### src/rtl/param_change_capture.sv
// rtl/param_change_capture.sv - change-detect tap feeding a show-ahead capture buffer
//
// Samples a SIZE-wide bus every clock and flags value changes (any bit change,
// or rise-only when MODE=1). Each change is queued into a DEPTH-entry
// show-ahead buffer read with rd_req/rd_valid. A saturating event counter and
// a sticky overflow flag run alongside the buffer.
//
// Ports:
//   clock     in   single clock, rising edge
//   reset_n   in   asynchronous active-low reset
//   a         in   [SIZE]  monitored value
//   en        in   detection enable
//   clear     in   synchronous clear of buffer, counter and overflow
//   rd_req    in   pop head entry when rd_valid is high
//   rd_data   out  [SIZE]  head entry (show-ahead)
//   rd_valid  out  buffer non-empty
//   full      out  occupancy == DEPTH
//   overflow  out  sticky: an event was dropped while full
//   count     out  [CNT_W] saturating count of all events

module param_change_capture #(
    parameter int SIZE  = 4,
    parameter int DEPTH = 4,
    parameter int CNT_W = 8,
    parameter int MODE  = 0
) (
    input  logic             clock,
    input  logic             reset_n,
    input  logic [SIZE-1:0]  a,
    input  logic             en,
    input  logic             clear,
    input  logic             rd_req,
    output logic [SIZE-1:0]  rd_data,
    output logic             rd_valid,
    output logic             full,
    output logic             overflow,
    output logic [CNT_W-1:0] count
);

    localparam int PW = $clog2(DEPTH);
    localparam int OW = PW + 1;
    localparam logic [OW-1:0] DEPTH_C = OW'(DEPTH);

    logic [SIZE-1:0]  a_q;
    logic [SIZE-1:0]  mem_q [DEPTH];
    logic [PW-1:0]    wr_ptr_q;
    logic [PW-1:0]    rd_ptr_q;
    logic [OW-1:0]    occ_q;
    logic [OW-1:0]    occ_d;
    logic [CNT_W-1:0] cnt_q;
    logic             ovf_q;

    logic [SIZE-1:0]  diff;
    logic             evt;
    logic             pop;
    logic             push;
    logic             drop;

    generate
        if (MODE == 1) begin : g_rise
            assign diff = a & ~a_q;
        end else begin : g_any
            assign diff = a ^ a_q;
        end
    endgenerate

    // Status comes from registered state only, so no input reaches these outputs.
    assign full     = (occ_q == DEPTH_C);
    assign rd_valid = (occ_q != '0);
    assign rd_data  = mem_q[rd_ptr_q];
    assign overflow = ovf_q;
    assign count    = cnt_q;

    assign evt  = en & (|diff) & ~clear;
    assign pop  = rd_req & rd_valid & ~clear;
    // A full buffer still accepts the new value when the head leaves in the same cycle.
    assign push = evt & (~full | pop);
    assign drop = evt & full & ~pop;

    always_comb begin
        occ_d = occ_q;
        case ({push, pop})
            2'b10:   occ_d = occ_q + OW'(1);
            2'b01:   occ_d = occ_q - OW'(1);
            default: occ_d = occ_q;
        endcase
    end

    always_ff @(posedge clock or negedge reset_n) begin
        if (!reset_n) begin
            a_q      <= '0;
            wr_ptr_q <= '0;
            rd_ptr_q <= '0;
            occ_q    <= '0;
            cnt_q    <= '0;
            ovf_q    <= 1'b0;
            for (int i = 0; i < DEPTH; i++) begin
                mem_q[i] <= '0;
            end
        end else begin
            // The previous-value register tracks the bus even while disabled or clearing,
            // so re-enabling never reports a stale change.
            a_q <= a;
            if (clear) begin
                wr_ptr_q <= '0;
                rd_ptr_q <= '0;
                occ_q    <= '0;
                cnt_q    <= '0;
                ovf_q    <= 1'b0;
            end else begin
                if (push) begin
                    mem_q[wr_ptr_q] <= a;
                    wr_ptr_q        <= wr_ptr_q + PW'(1);
                end
                if (pop) begin
                    rd_ptr_q <= rd_ptr_q + PW'(1);
                end
                occ_q <= occ_d;
                if (drop) begin
                    ovf_q <= 1'b1;
                end
                if (evt && (cnt_q != '1)) begin
                    cnt_q <= cnt_q + CNT_W'(1);
                end
            end
        end
    end

endmodule

### config.mk
export PLATFORM = sky130hd
export DESIGN_NAME = param_change_capture
export DESIGN_NICKNAME = d
export VERILOG_FILES = /design/src/rtl/param_change_capture.sv
export SDC_FILE = /design/constraint.sdc
export NUM_CORES = 1
export LEC_CHECK = 0
export CORE_MARGIN = 5
export CORE_UTILIZATION = 55
export DETAILED_ROUTE_END_ITERATION = 8
export PLACE_DENSITY = 0.87
export SLEW_MARGIN = 20
export SYNTH_ARGS = -nofsm -noshare
export SYNTH_HDL_FRONTEND = slang
export SYNTH_SLANG_ARGS = --single-unit
export TNS_END_PERCENT = 1
### constraint.sdc
create_clock -name clock -period 3.2 [get_ports clock]
set_input_delay 0.48 -clock clock [delete_from_list [all_inputs] [get_ports clock]]
set_output_delay 0.48 -clock clock [all_outputs]
set_load 0.005 [all_outputs]
* Word level (Yosys, flattened, before mapping)
Cells that the tools add are included.
Cells by class: add/subtract/negate cells 5, magnitude comparators 3, eq/ne operators 4, muxes and demuxes 16, bitwise operators 14, reduce and logical (&&, ||, !) cells 10
Operators by type and width (number):
- $bwmux W16 | 1
- $mux W8 | 2
- $mux W4 | 3
- $add A8 B1 Y8 const B | 1
- $bmux W4 S2 | 1
- $demux W4 S2 | 1
- $mux W2 | 4
- $ne A8 B8 Y1 const B | 1
- $reduce_bool A2 Y1 | 4
- $and A1 B1 Y1 | 7
- $ge A3 B3 Y1 const B | 2
- $not A2 Y3 | 2
- $pmux W3 S2 | 1
- $reduce_bool A3 Y1 | 2
- $add A2 B1 Y2 const B | 2
- $reduce_or A4 Y1 | 1
- $xor A4 B4 Y4 | 1
- $add A3 B1 Y3 const B | 1
- $eq A3 B3 Y1 const B | 1
- $lt A3 B1 Y1 const B | 1
- $mux W3 | 1
- $not A1 Y1 | 3
- $sub A3 B1 Y3 const B | 1
- $eq A2 B1 Y1 const B | 1
- 5 further kinds | 7
Word-level totals: bits in registers 36, bits of input ports 9, output and inout bits 15, logic and storage cells 62

* Depth between registers and ports, before layout
depth in word-level cells 8, depth in mapped cells 8, gate-level depth less buffers 8

* Least setup slack after synthesis
OpenSTA, ideal clock, no wires.
path kind register -> register, start reg occ_q[0], end reg occ_q[2], setup time 0.082 ns, arrival 2.086 ns, required time 3.118 ns, setup slack 1.032 ns, cell stages (with the launch flop) 7, path buffers 0, clock period less this slack 2.168 ns, cells stage by stage dfrtp_1 -> or3_1 -> nand2_1 -> nor3_1 -> fa_1 -> or4_1 -> a31oi_1
On the way: longest elaborated chain between the ends 8, elaborated cells between the ends (all ways) 14, those cells by class add/sub (2); eq/ne (3); mux (2); bitwise (5); reduce/logical (2)
RTL lines:
- start: declaration | line 48 | logic [OW-1:0] occ_q;
- start signal: assignment | line 94 | occ_q <= '0;
- start signal: assignment | line 107 | occ_q <= '0;
- start signal: assignment | line 118 | occ_q <= occ_d;
- $reduce_bool A3 Y1 * | line 69 | assign rd_valid = (occ_q != '0);
- via rd_valid | line 34 | output logic rd_valid,
- $and A1 B1 Y1 * (2 in a row) | line 75 | assign pop = rd_req & rd_valid & ~clear;
- $or A1 B1 Y1 | line 77 | assign push = evt & (~full | pop);
- $and A1 B1 Y1 | line 77
- $eq A2 B1 Y1 or $eq A2 B2 Y1 (tied branches) | line 82 | case ({push, pop})
- $pmux W3 S2 | line 82
- $mux W3 | line 104 | if (clear) begin
Mark *: on every way through the listed nets, which the timed path passes. The rest lies on a longest branch. A chain may end at the register's enable or synchronous reset.

* Final worst setup path
start reg rd_ptr_q[0], end out rd_data[3]
On the way: longest elaborated chain between the ends 4
RTL lines:
- start: declaration | line 47 | logic [PW-1:0] rd_ptr_q;
- start signal: assignment | line 116 | rd_ptr_q <= rd_ptr_q + PW'(1);
- $not A2 Y3 (implied by the code) | line 70 | assign rd_data = mem_q[rd_ptr_q];
- $bmux W4 S2 | line 70
- $mux W4 (implied by the code) (2 in a row) | line 70
- end: declaration | line 33 | output logic [SIZE-1:0] rd_data,
No other way between the ends. The select of a mux whose other input is x is not followed.

==> results.yml <==
grt:
  met1_usage: 0.2238
  met3_usage: 0.04592
  grt_pass1_vias: 1267
  top_usage_layer: "met2"
  grt_usage: 0.1809
  antenna_found_initial: 0
  grt_pass1_wl_mm: 5.809
  met2_usage: 0.2949
  grt_max_degree: 37
  gr-total-overflow: 0
floorplan:
  rows: 20
  io_pins: 24
  core_um2: 3053
  die_w_um: 66.21
  start_util: 0.5693
  die_h_um: 66.21
  die_area_um2: 4384
worst_setup_path:
  cp_max_fo: 6
  required_ns: 2.72
  worstSetupPathType: "reg -> out"
  end_kind: "output port"
  arrival_ns: 1.94
  rr_worst_depth: 6
  start_kind: "flop"
drt:
  vias_per_cell: 5.378
  dr.pass1.iters: 5
  routedWlPerCell_um: 15.53
  ant_nets: 0
  drtIter0Drc: 41
  drc: 0
  vias: 1167
  drt-total-wl_mm: 3.370
yosys:
  synth_top_cell_area_share: 0.5184
  yosysMostFrequentCell: "dfrtp_1"
  synth-simple-area-share: 0.1303
  synth.distinct_cells: 35
  synthArstFlopShare: 1.000
  synthAdderAreaFrac: 0.04752
  synth_nets: 158
  synth_top_family_by_area: "multiplexers"
  synth_top_cells_by_count: "dfrtp_1, mux2_1, nand2_1"
  yosysSeqAreaShare: 0.5184
  synth-edff-count: 0
  ys.warnings.count: 0
  synth_mux_area_frac: 0.1843
  synthXorXnorAreaFrac: 0.05544
  synth-main-ff-cell: "dfrtp_1"
  synth_cells: 143
  syn_area_per_cell_um2: 12.15
  synth_top_area_cell: "dfrtp_1"
  yosys-top-cells-area: "dfrtp_1, mux2_1, mux4_2"
  synth_compound_area_frac: 0.04608
  netlist_area_um2: 1738
  synth_seq_cells: 36
clock_network:
  clkSinkCount: 36
  cts_max_path_buffers: 2
  clk_pin_slew_worst_paths_ns: 0.10
  ctsHoldBuffers: 0
  cts_setup_buffers: 0
  cts_tree: "built"
  root_buffer: "clkbuf_4"
  h-tree-depth: 2
  post_cts_resized: 0
  numCtsBuffers: 5
  clkLatencyLatePin_ns: 0.34
sta:
  fin_tns_setup_ns: 0
  rsz0062_at_grt: "false"
  relSlewSlack: 0.6978
  drv_slew: 0
  tightest_slew_ns: 0.4533
  skew_ns: 0.01039
  fmax_mhz: 413.6
  hold_viol: 0
  fin_crit_ns: 2.418
  finalSetupViolCount: 0
  whs_ns: 0.4987
  timing.final.crit_share: 0.7555
power_and_ir_drop:
  p_leak_nw: 0.9339
  p_per_area_nw_per_um2: 656.0
  ir_drop_v: 0.0004418
placed_design:
  place_congestion: 0.8585
  io_buffers: 23
  hpwl_mm: 2.425
finish:
  nets: 187
  diodes: 0
  drive_gt1_frac: 0.09827
  nFillCells: 240
  multi_input_area_um2: 805.8
  area_growth_pct: 21.17
  seq_area_um2: 900.9
hold_path:
  min_path_cells: 1
  min_path_type: "reg -> reg"
run:
  cap_violations: 0
run_status:
  status: "finished clean"
==> logic make-up after synthesis <==
kind of cell	after synthesis
AOI/OAI and AO/OA	11
xor gates and xnor gates	11
adders and majority gates	6
buffers and inverters	8
DFF	36
muxes	25
and+or+nand+nor	46
==> power by group <==
group          switching [mW]  total [mW]  internal (mW)
clock                   0.147       0.311          0.164
combinational           0.155       0.414          0.259
sequential             0.0939       0.657          0.563
==> cell usage in the layout, fill, tap and decap left out, types with 2 or more instances in the layout <==
cell type	count
dfrtp_1	36
clkdlybuf4s50_1	23
mux2_1	16
nand2_1	12
nor2_1	11
xor2_1	6
mux2i_1	5
xnor2_1	5
nand3_1	5
nand2b_1	5
ha_1	5
clkbuf_4	5
nor3_1	4
mux4_2	4
inv_1	3
buf_4	3
or3_1	2
o21ai_0	2
a21oi_1	2
==> registers in the layout, indices dropped and copies added (netlist names) <==
signal and cells:
mem_q 16, count 8, a_q 4, occ_q 3, rd_ptr_q 2, wr_ptr_q 2, overflow 1
==> metrics by stage <==
stage / cells / area, um2 / utilization / power, mW / setup slack (ns)
3_3_place_gp: 209 / 2029 / 0.6648 / 1.056 / 0.5315
4_1_cts: 217 / 2106 / 0.6898 / 1.401 / 0.7470
6_report: 217 / 2106 / 0.6898 / 1.381 / 0.7824
5_1_grt: 217 / 2106 / 0.6898 / 1.475 / 0.6697
2_1_floorplan: 143 / 1738 / - / 0.8934 / 1.032
3_5_place_dp: 209 / 2029 / 0.6648 / 1.085 / 0.4456
==> path summary, 6_finish.rpt <==
path,start,to,slack [ns]
hold / removal,mem_q[10]$_DFFE_PN0P_,mem_q[10]$_DFFE_PN0P_,0.50
setup reg to reg,occ_q[0]$_DFFE_PN0P_,occ_q[2]$_DFFE_PN0P_,0.91
setup / recovery,rd_ptr_q[0]$_DFFE_PN0P_,rd_data[3],0.78
max in group asynchronous,reset_n,overflow$_DFFE_PN0P_,2.33
min in group asynchronous,reset_n,mem_q[1]$_DFFE_PN0P_,0.53
hold reg to reg,mem_q[10]$_DFFE_PN0P_,mem_q[10]$_DFFE_PN0P_,0.50
==> area by class of cell <==
cell class / instances / share of cell area
Sequential cell: 36 / 0.4278
Clock buffer: 6 / 0.01961
Inverter: 4 / 0.007130
Clock inverter: 2 / 0.01664
Tap cell: 44 / 0.02614
Multi-Input combinational cell: 99 / 0.3827
Timing Repair Buffer: 26 / 0.1200
==> critical path: stages, from the launching register on <==
cell             delay (ns)
dfrtp_1                0.57
mux4_2                 0.56
clkdlybuf4s50_1        0.47
==> per-layer routing <==
metal | share of wire | wire [um]
met1 | 0.44 | 1474
met2 | 0.50 | 1676
met5 | 0 | 0
met4 | 0.014 | 48
met3 | 0.050 | 169
No activity file was read; power rests on OpenSTA's default activity.
